`config.mk`:
```
export PLATFORM = sky130hd
export DESIGN_NAME = pulse_transmitter_sequencer
export DESIGN_NICKNAME = d
export VERILOG_FILES = /design/src/rtl/pulse_transmitter_sequencer.sv
export SDC_FILE = /design/constraint.sdc
export NUM_CORES = 1
export LEC_CHECK = 0
export BUFFER_PORTS_ARGS = -buffer_cell sky130_fd_sc_hd__buf_2
export CORE_ASPECT_RATIO = 0.5
export CORE_MARGIN = 8
export CORE_UTILIZATION = 60
export CTS_CLUSTER_SIZE = 30
export DETAILED_ROUTE_END_ITERATION = 10
export GPL_TIMING_DRIVEN = 0
export PLACE_DENSITY = 0.78
export SYNTH_ARGS = -nofsm -noshare
export SYNTH_HDL_FRONTEND = slang
export SYNTH_SLANG_ARGS = --single-unit
```
`constraint.sdc`:
```
create_clock -name clk -period 8 [get_ports clk]
set_clock_uncertainty 0.05 [all_clocks]
set_input_delay 1.6 -clock clk [delete_from_list [all_inputs] [get_ports clk]]
set_output_delay 1.6 -clock clk [all_outputs]
set_load 0.05 [all_outputs]
```
`src/rtl/pulse_transmitter_sequencer.sv`:
```
// Symbol FIFO feeding a timed pulse emitter: each {level, duration} symbol is held for
// (duration+1)*(prescale+1) clocks. Optional carrier modulation under PULSE_TX_CARRIER_EN.
module pulse_transmitter_sequencer #(
    parameter int FIFO_DEPTH = 4
) (
    input  logic                          clk,
    input  logic                          sys_rst,
    input  logic                          wr_valid,
    input  logic [8:0]                    wr_data,
    output logic                          wr_ready,
    input  logic                          start,
    input  logic                          stop,
    input  logic [3:0]                    prescale,
    input  logic                          idle_level,
`ifdef PULSE_TX_CARRIER_EN
    input  logic [7:0]                    carrier_half,
`endif
    output logic                          pulse_out,
    output logic                          busy,
    output logic                          done,
    output logic [$clog2(FIFO_DEPTH):0]   fifo_level
);
    localparam int AW = $clog2(FIFO_DEPTH);
    localparam int CW = AW + 1;
    localparam logic [CW-1:0] FULL = CW'(FIFO_DEPTH);

    typedef enum logic [0:0] {IDLE, EMIT} state_t;

    state_t          state_q, state_d;
    logic [8:0]      mem [FIFO_DEPTH];
    logic [AW-1:0]   rd_ptr_q, rd_ptr_d, wr_ptr_q, wr_ptr_d;
    logic [CW-1:0]   count_q, count_d;
    logic            lvl_q, lvl_d;
    logic [7:0]      dur_q, dur_d, tcnt_q, tcnt_d;
    logic [3:0]      pre_q, pre_d, pcnt_q, pcnt_d;
    logic            pulse_q, pulse_d, done_q, done_d;
`ifdef PULSE_TX_CARRIER_EN
    logic [7:0]      ccnt_q, ccnt_d;
`endif

    logic            push, pop, load, fifo_empty, tick_end, sym_end;
    logic [8:0]      head;

    assign wr_ready   = (count_q != FULL);
    assign fifo_level = count_q;
    assign busy       = (state_q == EMIT);
    assign pulse_out  = pulse_q;
    assign done       = done_q;

    always_comb begin
        state_d    = state_q;
        rd_ptr_d   = rd_ptr_q;
        wr_ptr_d   = wr_ptr_q;
        count_d    = count_q;
        lvl_d      = lvl_q;
        dur_d      = dur_q;
        pre_d      = pre_q;
        pcnt_d     = pcnt_q;
        tcnt_d     = tcnt_q;
        pulse_d    = pulse_q;
        done_d     = 1'b0;
`ifdef PULSE_TX_CARRIER_EN
        ccnt_d     = ccnt_q;
`endif
        fifo_empty = (count_q == '0);
        head       = mem[rd_ptr_q];
        tick_end   = (pcnt_q == pre_q);
        sym_end    = tick_end && (tcnt_q == dur_q);
        push       = wr_valid && wr_ready && !stop;
        pop        = 1'b0;
        load       = 1'b0;

        if (stop) begin
            // Abort wins over everything, including a coincident write.
            state_d  = IDLE;
            rd_ptr_d = '0;
            wr_ptr_d = '0;
            count_d  = '0;
            pulse_d  = idle_level;
        end else begin
            case (state_q)
                IDLE: begin
                    pulse_d = idle_level;
                    if (start && !fifo_empty) begin
                        load    = 1'b1;
                        state_d = EMIT;
                    end
                end
                EMIT: begin
                    if (sym_end) begin
                        if (!fifo_empty) begin
                            load = 1'b1;
                        end else begin
                            state_d = IDLE;
                            done_d  = 1'b1;
                            pulse_d = idle_level;
                        end
                    end else begin
                        if (tick_end) begin
                            pcnt_d = '0;
                            tcnt_d = tcnt_q + 8'd1;
                        end else begin
                            pcnt_d = pcnt_q + 4'd1;
                        end
`ifdef PULSE_TX_CARRIER_EN
                        if (lvl_q) begin
                            if (ccnt_q == carrier_half) begin
                                ccnt_d  = '0;
                                pulse_d = ~pulse_q;
                            end else begin
                                ccnt_d = ccnt_q + 8'd1;
                            end
                        end else begin
                            pulse_d = 1'b0;
                        end
`else
                        pulse_d = lvl_q;
`endif
                    end
                end
                default: state_d = IDLE;
            endcase
        end

        // Symbol load: prescale is captured here so mid-symbol changes wait for the next one.
        if (load) begin
            pop     = 1'b1;
            lvl_d   = head[8];
            dur_d   = head[7:0];
            pre_d   = prescale;
            pcnt_d  = '0;
            tcnt_d  = '0;
            pulse_d = head[8];
`ifdef PULSE_TX_CARRIER_EN
            ccnt_d  = '0;
`endif
        end

        if (!stop) begin
            if (push) wr_ptr_d = wr_ptr_q + AW'(1);
            if (pop)  rd_ptr_d = rd_ptr_q + AW'(1);
            count_d = count_q + CW'(push) - CW'(pop);
        end
    end

    always_ff @(posedge clk) begin
        if (push) mem[wr_ptr_q] <= wr_data;
    end

    always_ff @(posedge clk) begin
        if (sys_rst) begin
            state_q  <= IDLE;
            rd_ptr_q <= '0;
            wr_ptr_q <= '0;
            count_q  <= '0;
            lvl_q    <= 1'b0;
            dur_q    <= '0;
            pre_q    <= '0;
            pcnt_q   <= '0;
            tcnt_q   <= '0;
            pulse_q  <= 1'b0;
            done_q   <= 1'b0;
`ifdef PULSE_TX_CARRIER_EN
            ccnt_q   <= '0;
`endif
        end else begin
            state_q  <= state_d;
            rd_ptr_q <= rd_ptr_d;
            wr_ptr_q <= wr_ptr_d;
            count_q  <= count_d;
            lvl_q    <= lvl_d;
            dur_q    <= dur_d;
            pre_q    <= pre_d;
            pcnt_q   <= pcnt_d;
            tcnt_q   <= tcnt_d;
            pulse_q  <= pulse_d;
            done_q   <= done_d;
`ifdef PULSE_TX_CARRIER_EN
            ccnt_q   <= ccnt_d;
`endif
        end
    end
endmodule

```
## Word-level counts from Yosys, hierarchy flattened

Memories as Yosys holds them, arrays and structs flattened. A register that Yosys moved wholly into a read port is not among the register bits.
Cells that the tools add are included.

| operators by class | value |
|---|---|
| equal/unequal tests | 4 |
| bitwise logic cells | 3 |
| add/sub/neg operators | 6 |
| multiplexer cells | 24 |
| reduce and logical (&&, ||, !) cells | 12 |

Operators with widths:

| operator | number |
|---|---|
| 2-to-1 mux 2 bit | 7 |
| 2-to-1 mux 1 bit | 13 |
| adder 8 x 1 -> 8 bit, second input constant | 1 |
| == test 8 bit | 1 |
| one-hot mux 1 bit (2 select lines) | 3 |
| inequality test 5 bit, second input constant | 1 |
| adder 2 x 1 -> 2 bit, second input constant | 2 |
| adder 4 x 1 -> 4 bit, second input constant | 1 |
| == test 4 bit | 1 |
| logical AND 1 bit | 4 |
| 2-to-1 mux 4 bit | 1 |
| AND reduction 4 bit | 1 |
| OR reduction 2 bit | 2 |
| OR reduction 4 bit | 1 |
| adder 3 x 1 -> 3 bit | 1 |
| logical NOT 3 bit | 1 |
| inequality test 3 bit, second input constant | 1 |
| NOT 1 bit | 3 |
| AND reduction 3 bit | 1 |
| subtractor 3 x 1 -> 3 bit | 1 |
| logical NOT 1 bit | 2 |

| storage, ports and cells | value |
|---|---|
| output and inout bits | 7 |
| memories | 1 |
| bits in writable memories | 36 |
| register bits after elaboration | 35 |
| input bits | 19 |

Memory list:

| name | depth | width | rd ports | clocked after memory_dff | wr ports | RTL line | source |
|---|---|---|---|---|---|---|---|
| mem | 4 | 9 | 1 | 1 | 1 | 30 | `logic [8:0] mem [FIFO_DEPTH];` |

## Longest topological paths before layout

| logic depth | value |
|---|---|
| depth after elaboration | 10 |
| mapped depth | 13 |
| gate-level depth less buffers | 13 |

## Worst setup path after synthesis

Ideal clock, no wire load.

| path | value |
|---|---|
| path type | input -> register |
| start point | input start |
| end point | register count_q[2] (netlist: fifo_level[2]) |
| cell stages on the path | 12 |
| arrival time | 3,397 ps |
| setup slack | 4,430 ps |
| library setup time | 122 ps |
| data required time | 7,828 ps |
| cell sequence | nand2_1 > o41a_1 > buf_2 > nor2_1 > ha_1 > inv_1 > ha_1 > inv_1 > fa_1 > xor2_1 > xnor2_1 > nor2_1 |

| on the way | value |
|---|---|
| longest elaborated chain between the ends | 6 |

Ends and longest elaborated chain:

| what | RTL line | source |
|---|---|---|
| start: declaration | 11 | `input logic start,` |
| logical AND 1 bit | 84 | `if (start && !fifo_empty) begin` |
| 2-to-1 mux 1 bit | 84 |  |
| one-hot mux 1 bit (2 select lines) | 81 | `case (state_q)` |
| 2-to-1 mux 1 bit | 73 | `if (stop) begin` |
| via load | 41 | `logic push, pop, load, fifo_empty, tick_end, sym_end;` |
| 2-to-1 mux 1 bit | 126 | `if (load) begin` |
| subtractor 3 x 1 -> 3 bit | 142 | `count_d = count_q + CW'(push) - CW'(pop);` |
| end signal: assignment | 170 | `count_q <= count_d;` |
| end: declaration | 32 | `logic [CW-1:0] count_q, count_d;` |

The timed path passes the listed nets, and every way through them passes these cells.
A chain may end at the register's enable or synchronous reset.

## Final worst setup path

Same ends and word-level chain as after synthesis.

==> out/metrics.cfg <==
[worst_setup_path]
path_buf_inv=4
crit_family=adder cells
r2r-start=pcnt_q[0]$_SDFFE_PP0P_
startpoint=start
slowest_stage=fa_1
path_max_fanout=10
max_stage_delay_ps=370
cp-start-kind=primary input
cp_cell_sequence=buf_2, nand2_1, o41a_1, buf_2, nor2_1, ha_1, inv_1, ha_1, inv_1, fa_1, xor2_1, xnor2_1, nor2_1
r2r_slack_ps=4820
r2r-end=fifo_level[2]$_SDFF_PP0_
path_class=in2reg
rr_worst_depth=13
required_ps=8190
arrival_ps=3760
crit_path_end_kind=flip-flop

[synthesis]
yosys.area_share.simple_pct=12.5
synthTopCellsByArea=edfxtp_1, dfxtp_1, mux4_2, a21oi_1, ha_1
synthXorXnorAreaFrac_pct=5.41
synth_compound_area_share_pct=10.7
ys_types=43
syn_area_um2=3150
avgSynthCellArea_um2=12.4
syn-num-nets=281
ys_seq_elements=71
synth_flop_cell=edfxtp_1
yosys_warnings=0
synth-seq-area-share_pct=56.6
synth.largest_area_cell=edfxtp_1
synthCells=253
synth_mux_area_share_pct=7.71
synth_top_family_by_area=simple AND/OR/NAND/NOR gates
synth_fa_ha_area_share_pct=3.82
async_reset_ff_share_pct=0
synth-edff-count=36
synthTopCellsByCount=edfxtp_1, dfxtp_1, a21oi_1, nand3_1, nor2_1
synth_most_common_cell=edfxtp_1
synth.top_cell.area_share_pct=34.4

[timing]
setup_viol=0
rsz0062_at_grt=no
whs_ps=428
fin_crit_sh_pct=44.6
fin_crit_ps=3570
max_clock_freq_mhz=280
maxSlewViolCount=0
hold_viol=0
slew_headroom_pct=59.5
fin_tns_setup_ps=0
tightest_slew_ps=607

[clocking]
root_buffer=clkbuf_8
postCtsSetupBuffers=0
path_clk_slew_ps=80
insertion_delay_ps=350
cts_buffers=9
clock_path_buffers=2
cts_tree=yes
ctsHoldBuffers=0
cts_max_level=3
clock-sinks=71
postCtsResizedCells=0

[placement]
dpl.hpwl_um=4300
place.gp.congestion=0.771
numPortBuffers=25
dpl_cell_area_um2=3360

[power_and_ir_drop]
p_per_area_nw_per_um2=216
p_leak_nw=1.23
max-vdd-ir-drop_uv=152
fin_total_pwr_mw=0.777

[cells_and_area]
antenna_cells=0
drive_gt1_share_pct=23.5
nNetsFinal=317
design_area_um2=3600
finalCoreUtilization_pct=72.0
fillCellCount=344
areaGrowthSynthToFinish_pct=14.4

[run]
maxCapViolations=0

[min_path]
min_path_type=reg2reg
holdPathEnd=lvl_q$_SDFFE_PP0P_
hold_path_startpoint=lvl_q$_SDFFE_PP0P_
holdPathStages=2

[drt]
drt_wl_total_um=5980
wire_per_inst_um=16.4
via_count=2082
drc=0
drtIter0Drc=136
dr.pass1.iters=4
viasPerCell=5.72
ant_nets=0

[floorplanning]
dieArea_um2=7960
fp-row-count=18
floorplan.initialDensity_pct=62.9
die_x_um=118
chipHeight_um=67.2
io_pins=26
core_um2=5000

[global_routing]
grt_pass1_wl_um=9970
grt_max_degree=14
grt_pass1_vias=2052
grt.total_usage_pct=16.4
gr-total-overflow=0
antenna_found_initial=0

[status]
status=finished clean

## stage by stage
stage,std cells,worst slack (ps)
after floorplan,253,4430
after global placement,348,4120
after detailed placement,348,4050
after CTS,364,4430
after global routing,364,4240
final,364,4430
## kinds of logic after synthesis
logic type | count (synthesis)
flip-flops | 71
XOR/XNOR | 16
adder cells (fa/ha/maj) | 9
buffers and inverters | 20
AND/OR/NAND/NOR | 72
AO/OA/AOI/OAI | 52
multiplexers | 13
## how the worst max path moves through the flow
stage                          endpoint  slack, ps  depth (start not counted)
2_1_floorplan  fifo_level[2]$_SDFF_PP0_       4430                         12
3_3_place_gp   fifo_level[2]$_SDFF_PP0_       4120                         13
3_5_place_dp   fifo_level[2]$_SDFF_PP0_       4050                         13
4_1_cts        fifo_level[2]$_SDFF_PP0_       4430                         13
5_1_grt        fifo_level[2]$_SDFF_PP0_       4240                         13
6_report       fifo_level[2]$_SDFF_PP0_       4430                         13
## where the power goes
part / leakage [nW] / switching (mW) / internal (mW)
combinational: 0.507 / 0.0282 / 0.0171
clock: 0.118 / 0.134 / 0.208
sequential: 0.610 / 0.00267 / 0.387
## state kept, by name, summed over array words and instances (netlist names)
name,flops
done,1
lvl_q,1
pcnt_q,4
wr_ptr_q,2
fifo_level,3
busy,1
rd_ptr_q,2
pulse_out,1
dur_q,8
mem,36
pre_q,4
tcnt_q,8
## cells in the final DEF, fill, tap and decap left out, types with 2 or more instances in the layout
cell       synthesis  final
a22oi_1            2      2
inv_1              9      9
o21ai_0            7      7
a21oi_1           21     21
ha_1               8      8
dfxtp_1           35     35
bufinv_16          0      3
xnor2_2            4      4
edfxtp_1          36     36
or2_2              2      2
clkinv_4           0      2
nor3_1             2      2
xnor2_1           10     10
or3_1              3      3
o31ai_1            4      4
nand4_1            2      2
buf_2              3     28
clkbuf_8           0      9
nor2_1            15     15
nand4_2            2      2
clkbuf_1           5      7
o22ai_1            2      2
nand3_1           18     18
o21ai_1            9      9
nand2_1           13     13
buf_6              3      3
and2_1             5      5
or4_1              3      3
xor2_1             2      2
mux4_2             9      9
mux2i_1            4      4
## worst reg2reg max path, stage by stage, from the launching register on
cell and delay (ps):
dfxtp_1 360, xnor2_1 240, nand4_2 270, o41a_1 480, buf_2 220, nor2_1 190
ha_1 260, inv_1 60, ha_1 140, inv_1 50, fa_1 370, xor2_1 170
xnor2_1 140, nor2_1 50
## layer usage
layer / part of all wire, % / vias to the layer above / global-route usage (%)
met5: 0 / - / 0
met3: 5.1 / 11 / 5.49
met4: 1.6 / 0 / 7.49
li1: - / 1016 / -
met2: 48 / 45 / 27.8
met1: 45 / 1010 / 19.2
## layout make-up
cell class / count / area (µm²) / share of cell area, %
clock inverter: 5 / 108 / 2.99
sequential: 71 / 1780 / 49.5
multi-input combinational: 162 / 1260 / 35.1
timing repair buffer: 25 / 125 / 3.48
inverter: 9 / 33.8 / 0.939
clock buffer: 11 / 131 / 3.65
buffer: 11 / 67.6 / 1.88
tap: 70 / 87.6 / 2.43
No activity file was read; power rests on OpenSTA's default activity.
